===== src/rtl/mem_stage.sv =====
// mem_stage: EX/MEM and MEM/WB pipeline registers around a 1-cycle data SRAM.
// Aligns load/store data, raises address errors, hands a bundle to WB.
module mem_stage #(
   parameter int DATA_W = 32,
   parameter int REG_AW = 5
) (
   input  logic              clock,
   input  logic              reset,
   input  logic              ex_valid,
   input  logic [DATA_W-1:0] ex_alu_result,
   input  logic [DATA_W-1:0] ex_store_data,
   input  logic [3:0]        ex_mem_op,
   input  logic [REG_AW-1:0] ex_write_reg,
   input  logic              ex_regwrite,
   input  logic              stall,
   input  logic              flush,
   output logic              data_sram_en,
   output logic [3:0]        data_sram_wen,
   output logic [DATA_W-1:0] data_sram_addr,
   output logic [DATA_W-1:0] data_sram_wdata,
   input  logic [DATA_W-1:0] data_sram_rdata,
   output logic [DATA_W-1:0] m_fwd_result,
   output logic              m_is_load,
   output logic              wb_valid,
   output logic              wb_regwrite,
   output logic [REG_AW-1:0] wb_write_reg,
   output logic [DATA_W-1:0] wb_result,
   output logic              exc_adel,
   output logic              exc_ades,
   output logic [DATA_W-1:0] exc_badvaddr
);

   localparam logic [3:0] OP_LB  = 4'd1;
   localparam logic [3:0] OP_LBU = 4'd2;
   localparam logic [3:0] OP_LH  = 4'd3;
   localparam logic [3:0] OP_LHU = 4'd4;
   localparam logic [3:0] OP_LW  = 4'd5;
   localparam logic [3:0] OP_SB  = 4'd6;
   localparam logic [3:0] OP_SH  = 4'd7;
   localparam logic [3:0] OP_SW  = 4'd8;

   logic              m_valid_q, m_valid_d;
   logic [DATA_W-1:0] m_alu_q, m_alu_d;
   logic [DATA_W-1:0] m_data_q, m_data_d;
   logic [3:0]        m_op_q, m_op_d;
   logic [REG_AW-1:0] m_reg_q, m_reg_d;
   logic              m_rw_q, m_rw_d;

   logic              w_valid_q, w_valid_d;
   logic              w_rw_q, w_rw_d;
   logic [REG_AW-1:0] w_reg_q, w_reg_d;
   logic [DATA_W-1:0] w_alu_q, w_alu_d;
   logic [3:0]        w_op_q, w_op_d;
   logic [1:0]        w_lane_q, w_lane_d;
   logic              w_adel_q, w_adel_d;
   logic              w_ades_q, w_ades_d;

   logic              m_is_ld, m_is_st, m_mis, m_acc;
   logic [7:0]        rd_b;
   logic [15:0]       rd_h;

   // Next MEM contents: flush bubbles, stall holds, else capture EX.
   always_comb begin
      m_valid_d = m_valid_q;
      m_alu_d   = m_alu_q;
      m_data_d  = m_data_q;
      m_op_d    = m_op_q;
      m_reg_d   = m_reg_q;
      m_rw_d    = m_rw_q;
      if (flush) begin
         m_valid_d = 1'b0;
         m_alu_d   = '0;
         m_data_d  = '0;
         m_op_d    = '0;
         m_reg_d   = '0;
         m_rw_d    = 1'b0;
      end else if (!stall) begin
         m_valid_d = ex_valid;
         m_alu_d   = ex_alu_result;
         m_data_d  = ex_store_data;
         m_op_d    = ex_mem_op;
         m_reg_d   = ex_write_reg;
         m_rw_d    = ex_regwrite;
      end
   end

   // EX/MEM pipeline register.
   always_ff @(posedge clock or posedge reset) begin
      if (reset) begin
         m_valid_q <= 1'b0;
         m_alu_q   <= '0;
         m_data_q  <= '0;
         m_op_q    <= '0;
         m_reg_q   <= '0;
         m_rw_q    <= 1'b0;
      end else begin
         m_valid_q <= m_valid_d;
         m_alu_q   <= m_alu_d;
         m_data_q  <= m_data_d;
         m_op_q    <= m_op_d;
         m_reg_q   <= m_reg_d;
         m_rw_q    <= m_rw_d;
      end
   end

   // Classify the MEM op and check its address alignment.
   always_comb begin
      m_is_ld = 1'b0;
      m_is_st = 1'b0;
      m_mis   = 1'b0;
      case (m_op_q)
         OP_LB, OP_LBU: m_is_ld = 1'b1;
         OP_LH, OP_LHU: begin
            m_is_ld = 1'b1;
            m_mis   = m_alu_q[0];
         end
         OP_LW: begin
            m_is_ld = 1'b1;
            m_mis   = |m_alu_q[1:0];
         end
         OP_SB: m_is_st = 1'b1;
         OP_SH: begin
            m_is_st = 1'b1;
            m_mis   = m_alu_q[0];
         end
         OP_SW: begin
            m_is_st = 1'b1;
            m_mis   = |m_alu_q[1:0];
         end
         default: ;
      endcase
   end

   assign m_acc = m_valid_q & (m_is_ld | m_is_st) & ~m_mis & ~stall;

   // SRAM request: lane-replicated store data and byte enables.
   always_comb begin
      data_sram_en    = m_acc;
      data_sram_wen   = 4'b0000;
      data_sram_addr  = '0;
      data_sram_wdata = '0;
      if (m_acc) begin
         data_sram_addr = {m_alu_q[DATA_W-1:2], 2'b00};
         case (m_op_q)
            OP_SB: begin
               data_sram_wen   = 4'b0001 << m_alu_q[1:0];
               data_sram_wdata = {4{m_data_q[7:0]}};
            end
            OP_SH: begin
               data_sram_wen   = m_alu_q[1] ? 4'b1100 : 4'b0011;
               data_sram_wdata = {2{m_data_q[15:0]}};
            end
            OP_SW: begin
               data_sram_wen   = 4'b1111;
               data_sram_wdata = m_data_q;
            end
            default: ;
         endcase
      end
   end

   assign m_fwd_result = m_alu_q;
   assign m_is_load    = m_valid_q & m_is_ld;

   // Next WB contents: a stall sends a bubble downstream.
   always_comb begin
      w_valid_d = 1'b0;
      w_rw_d    = 1'b0;
      w_reg_d   = '0;
      w_alu_d   = '0;
      w_op_d    = '0;
      w_lane_d  = '0;
      w_adel_d  = 1'b0;
      w_ades_d  = 1'b0;
      if (!stall) begin
         w_valid_d = m_valid_q;
         w_rw_d    = m_valid_q & m_rw_q & ~m_mis;
         w_reg_d   = m_reg_q;
         w_alu_d   = m_alu_q;
         w_op_d    = m_op_q;
         w_lane_d  = m_alu_q[1:0];
         w_adel_d  = m_valid_q & m_is_ld & m_mis;
         w_ades_d  = m_valid_q & m_is_st & m_mis;
      end
   end

   // MEM/WB pipeline register.
   always_ff @(posedge clock or posedge reset) begin
      if (reset) begin
         w_valid_q <= 1'b0;
         w_rw_q    <= 1'b0;
         w_reg_q   <= '0;
         w_alu_q   <= '0;
         w_op_q    <= '0;
         w_lane_q  <= '0;
         w_adel_q  <= 1'b0;
         w_ades_q  <= 1'b0;
      end else begin
         w_valid_q <= w_valid_d;
         w_rw_q    <= w_rw_d;
         w_reg_q   <= w_reg_d;
         w_alu_q   <= w_alu_d;
         w_op_q    <= w_op_d;
         w_lane_q  <= w_lane_d;
         w_adel_q  <= w_adel_d;
         w_ades_q  <= w_ades_d;
      end
   end

   assign rd_b = data_sram_rdata[{w_lane_q, 3'b000} +: 8];
   assign rd_h = data_sram_rdata[{w_lane_q[1], 4'b0000} +: 16];

   // Final write value: extended load data or the ALU result.
   always_comb begin
      wb_result = w_alu_q;
      case (w_op_q)
         OP_LB:  wb_result = {{(DATA_W-8){rd_b[7]}}, rd_b};
         OP_LBU: wb_result = {{(DATA_W-8){1'b0}}, rd_b};
         OP_LH:  wb_result = {{(DATA_W-16){rd_h[15]}}, rd_h};
         OP_LHU: wb_result = {{(DATA_W-16){1'b0}}, rd_h};
         OP_LW:  wb_result = data_sram_rdata;
         default: ;
      endcase
   end

   assign wb_valid     = w_valid_q;
   assign wb_regwrite  = w_rw_q;
   assign wb_write_reg = w_reg_q;
   assign exc_adel     = w_valid_q & w_adel_q;
   assign exc_ades     = w_valid_q & w_ades_q;
   assign exc_badvaddr = (exc_adel | exc_ades) ? w_alu_q : '0;

endmodule


===== config.mk =====
export PLATFORM = sky130hd
export DESIGN_NAME = mem_stage
export DESIGN_NICKNAME = d
export VERILOG_FILES = /design/src/rtl/mem_stage.sv
export SDC_FILE = /design/constraint.sdc
export NUM_CORES = 1
export LEC_CHECK = 0
export CORE_MARGIN = 2
export CORE_UTILIZATION = 47
export CTS_CLUSTER_SIZE = 20
export DETAILED_ROUTE_END_ITERATION = 6
export PLACE_DENSITY = 0.88
export SLEW_MARGIN = 20
export SYNTH_ARGS = -nofsm -noshare
export SYNTH_HDL_FRONTEND = slang
export SYNTH_SLANG_ARGS = --single-unit

===== constraint.sdc =====
create_clock -name clock -period 7.5 [get_ports clock]
set_input_delay 1.5 -clock clock [delete_from_list [all_inputs] [get_ports clock]]
set_output_delay 1.5 -clock clock [all_outputs]
set_load 0.02 [all_outputs]

==> key figures <==
Global route
  – Vias in the first global route: 5830
  – Pin count of the biggest net entering global routing: 77
  – All-Layer GR Usage: about 28%
  – GR Overflow Total: 0
  – First-pass GRT wire length: 32200 um
  – Initial antenna violation count: 0

Floorplanning
  – Core Box Area: 0.0139 mm^2
  – Horiz. Die Dim: around 120 um
  – Initial Util: 48.0%
  – Die Span Y: approximately 120 um
  – Boundary pin count: around 290
  – Row count: 43
  – Die area: ~0.015 mm^2

Route
  – Routed WL: 21700 um
  – DR pass1 iterations: 5
  – DRC viols: 0
  – Vias: ~6100
  – DR WL/cell: 19.3 um
  – Via/cell ratio: 5.46
  – 1st-iter DRT viols: 548
  – Final ANT Viol Nets: 0

Worst setup path
  – CP required: 6.00 ns
  – Crit path depth: 6
  – RR Endpoint: wb_regwrite
  – Max Fanout on Critical Path: 16
  – Largest stage delay on the critical path: about 0.94 ns
  – Worst-case reg-to-reg path depth: 4
  – Crit end category: primary output
  – Worst r2r src: m_op_q[0]
  – Critical Path Sink: wb_result[30]
  – CP Cell Sequence: clkdlybuf4s50_1 > mux2i_1 > a311oi_1 > a211oi_2 > a21oi_1 > clkdlybuf4s50_1
  – Slack of the worst reg-to-reg path: ~5.3 ns
  – Most used cell, CP: clkdlybuf4s50_1
  – Kind of critical path: in -> out
  – Crit path launch: data_sram_rdata[31]
  – Crit path buf inv count: 2
  – WP data arrival: 4.19 ns
  – Top Family by Delay on Critical Path: compound AO/OA/AOI/OAI gates
  – Crit path launch type: input port
  – Crit-path slowest cell: a211oi_2

Placed design
  – Port buffer count: 283
  – Placer Congestion: between 0.9 and 1
  – HPWL after DPL: 15300 um
  – Placed Cells: 1093
  – Placed inst area: 0.00944 mm^2

Timing
  – Max Freq: ~0.18 GHz
  – Setup TNS: 0 ns
  – Final worst-path cycle share: between 70% and 80%
  – Period minus WS final: 5.69 ns
  – Final setup viols: 0
  – Skew final: a little under 0.007 ns
  – Fin. max-slew vios: 0
  – Slew headroom: ~25%
  – Final hold vios: 0
  – Worst-margin pin slew: approximately 1.1 ns
  – RSZ-0062 raised after global routing: no

Logic synthesis
  – Synthesis-stage register bit count: 120
  – Cells after Synth: 684
  – Area of the mapped netlist: 0.00667 mm^2
  – Most common cell in the netlist: nor2_1
  – Sequential area share after synthesis: 45.0%
  – Post-synth top area share: between 40% and 50%
  – Synth top area cells: dfrtp_1 (45%), mux2i_1 (13%), nor2_1 (8.1%), nor2b_1 (7.1%), and3_1 (3.7%)
  – Syn avg cell area: roughly 9.7 um^2
  – Asr flop ratio synth: 100%
  – EDFF count, synth: 0
  – Synth cell count leaders: nor2_1 (143), dfrtp_1 (120), mux2i_1 (87), nor2b_1 (76), and3_1 (39)
  – Yosys top cell by area: dfrtp_1
  – Yosys cell types: 44
  – Primary FF master, synth: dfrtp_1
  – Yosys warns: 0

Clocking
  – # clock sinks: between 100 and 150
  – Root buf cell: clkbuf_16
  – CTS tree: yes
  – Clk slew on worst S/H paths: 0.05 ns
  – Postcts setup bufs: 0
  – Clock Latency Late Sink: 0.40 ns
  – Num CTS Buffers: 17
  – CTS Buffer Depth: 2
  – H-tree level count: 4
  – Hold-fix buffers, CTS: 0
  – Cts repair resizes: 0

Status
  – Status: finished clean

Min path
  – HP Class: reg -> reg
  – Hold Crit Depth: 1
  – Hold Crit Start: m_reg_q[1]

Cells and area
  – Synth-to-Final Area Change: 51.8%
  – Share of cells above drive strength 1: 7.18%
  – N_diodes: 0
  – Nets: between 1000 and 1500
  – Design area: 0.0101 mm^2
  – Layout Cells excl Fill: approximately 1100

Power and ir drop
  – Lkg Pwr: between 4 and 5 nW
  – Pwr dens: 191 mW/mm^2
  – Final total power: ~0.0019 W
  – VDD IR max: ~0.15 mV

Run
  – Max cap viols: 0
[worst min-delay path by stage]
stage	endpoint
after floorplan	wb_write_reg[0]
after global placement	wb_write_reg[2]
after detailed placement	wb_write_reg[0]
after CTS	wb_write_reg[0]
after global routing	wb_write_reg[1]
final	wb_write_reg[1]
[placed cells by master, fill, tap and decap left out, types with 2 or more instances in the layout]
cell             Yosys  routed
bufinv_16            0       5
conb_1               1       2
a21oi_1             37      37
nor2_4               9       9
clkbuf_1            25       2
nand3b_1             4       4
nand2b_1             6       6
buf_6                7       2
nor3_2               1       2
mux4_2               7       7
a31oi_1              9       9
clkinv_4             0       2
a22oi_1             32      32
clkdlybuf4s50_1      0     281
inv_1                3       2
nor2_1             143     142
and3_1              39      39
nor2b_1             76      76
mux2i_1             87      87
clkinvlp_4           0       2
dfrtp_1            120     120
nand2_1             25      25
clkbuf_16            0      17
and2_1               2       2
buf_4                5       5
clkinv_2             0       4
[power by group]
part	total (W)	internal, W	switching (W)
Combinational	0.000336	0.000167	0.000169
Clock	0.000875	0.000588	0.000287
Sequential	0.000718	0.000679	0.0000387
[cells by family after synthesis]
group	Yosys count	synth area share (%)
other	1	0.0563
xor gates and xnor gates	1	0.131
buffers and inverters	63	5.24
muxes	94	15.4
DFF	120	45.0
and+or+nand+nor	314	24.5
AOI/OAI and AO/OA	91	9.61
[layout make-up]
cell class	instances	area, um^2
Fill cell	1027	3760
Clock inverter	13	203
Inverter	3	13.8
Timing Repair Buffer	290	2910
Clock buffer	19	433
Multi-Input combinational cell	502	3340
Tap cell	180	225
Sequential cell	120	3000
[metal layers]
| layer | vias to the layer above | track usage (%) | part of all wire (%) |
|---|---|---|---|
| met1 | 2947 | 36.0 | 40 |
| met4 | 0 | 11.9 | 3.2 |
| met5 | - | 0 | 0 |
| met3 | 42 | 7.10 | 8.4 |
| met2 | 318 | 45.6 | 48 |
| li1 | 2841 | - | - |
[metrics by stage]
stage	setup WS (ns)	hold WS [ns]	util, %
floorplan	2.81	0.464	-
global placement	1.94	0.474	68.0
CTS	1.82	0.498	72.6
global route	1.74	0.514	72.9
finish	1.81	0.496	72.9
detailed placement	1.83	0.484	68.0
Note: power is estimated with default switching activity, not from simulation.
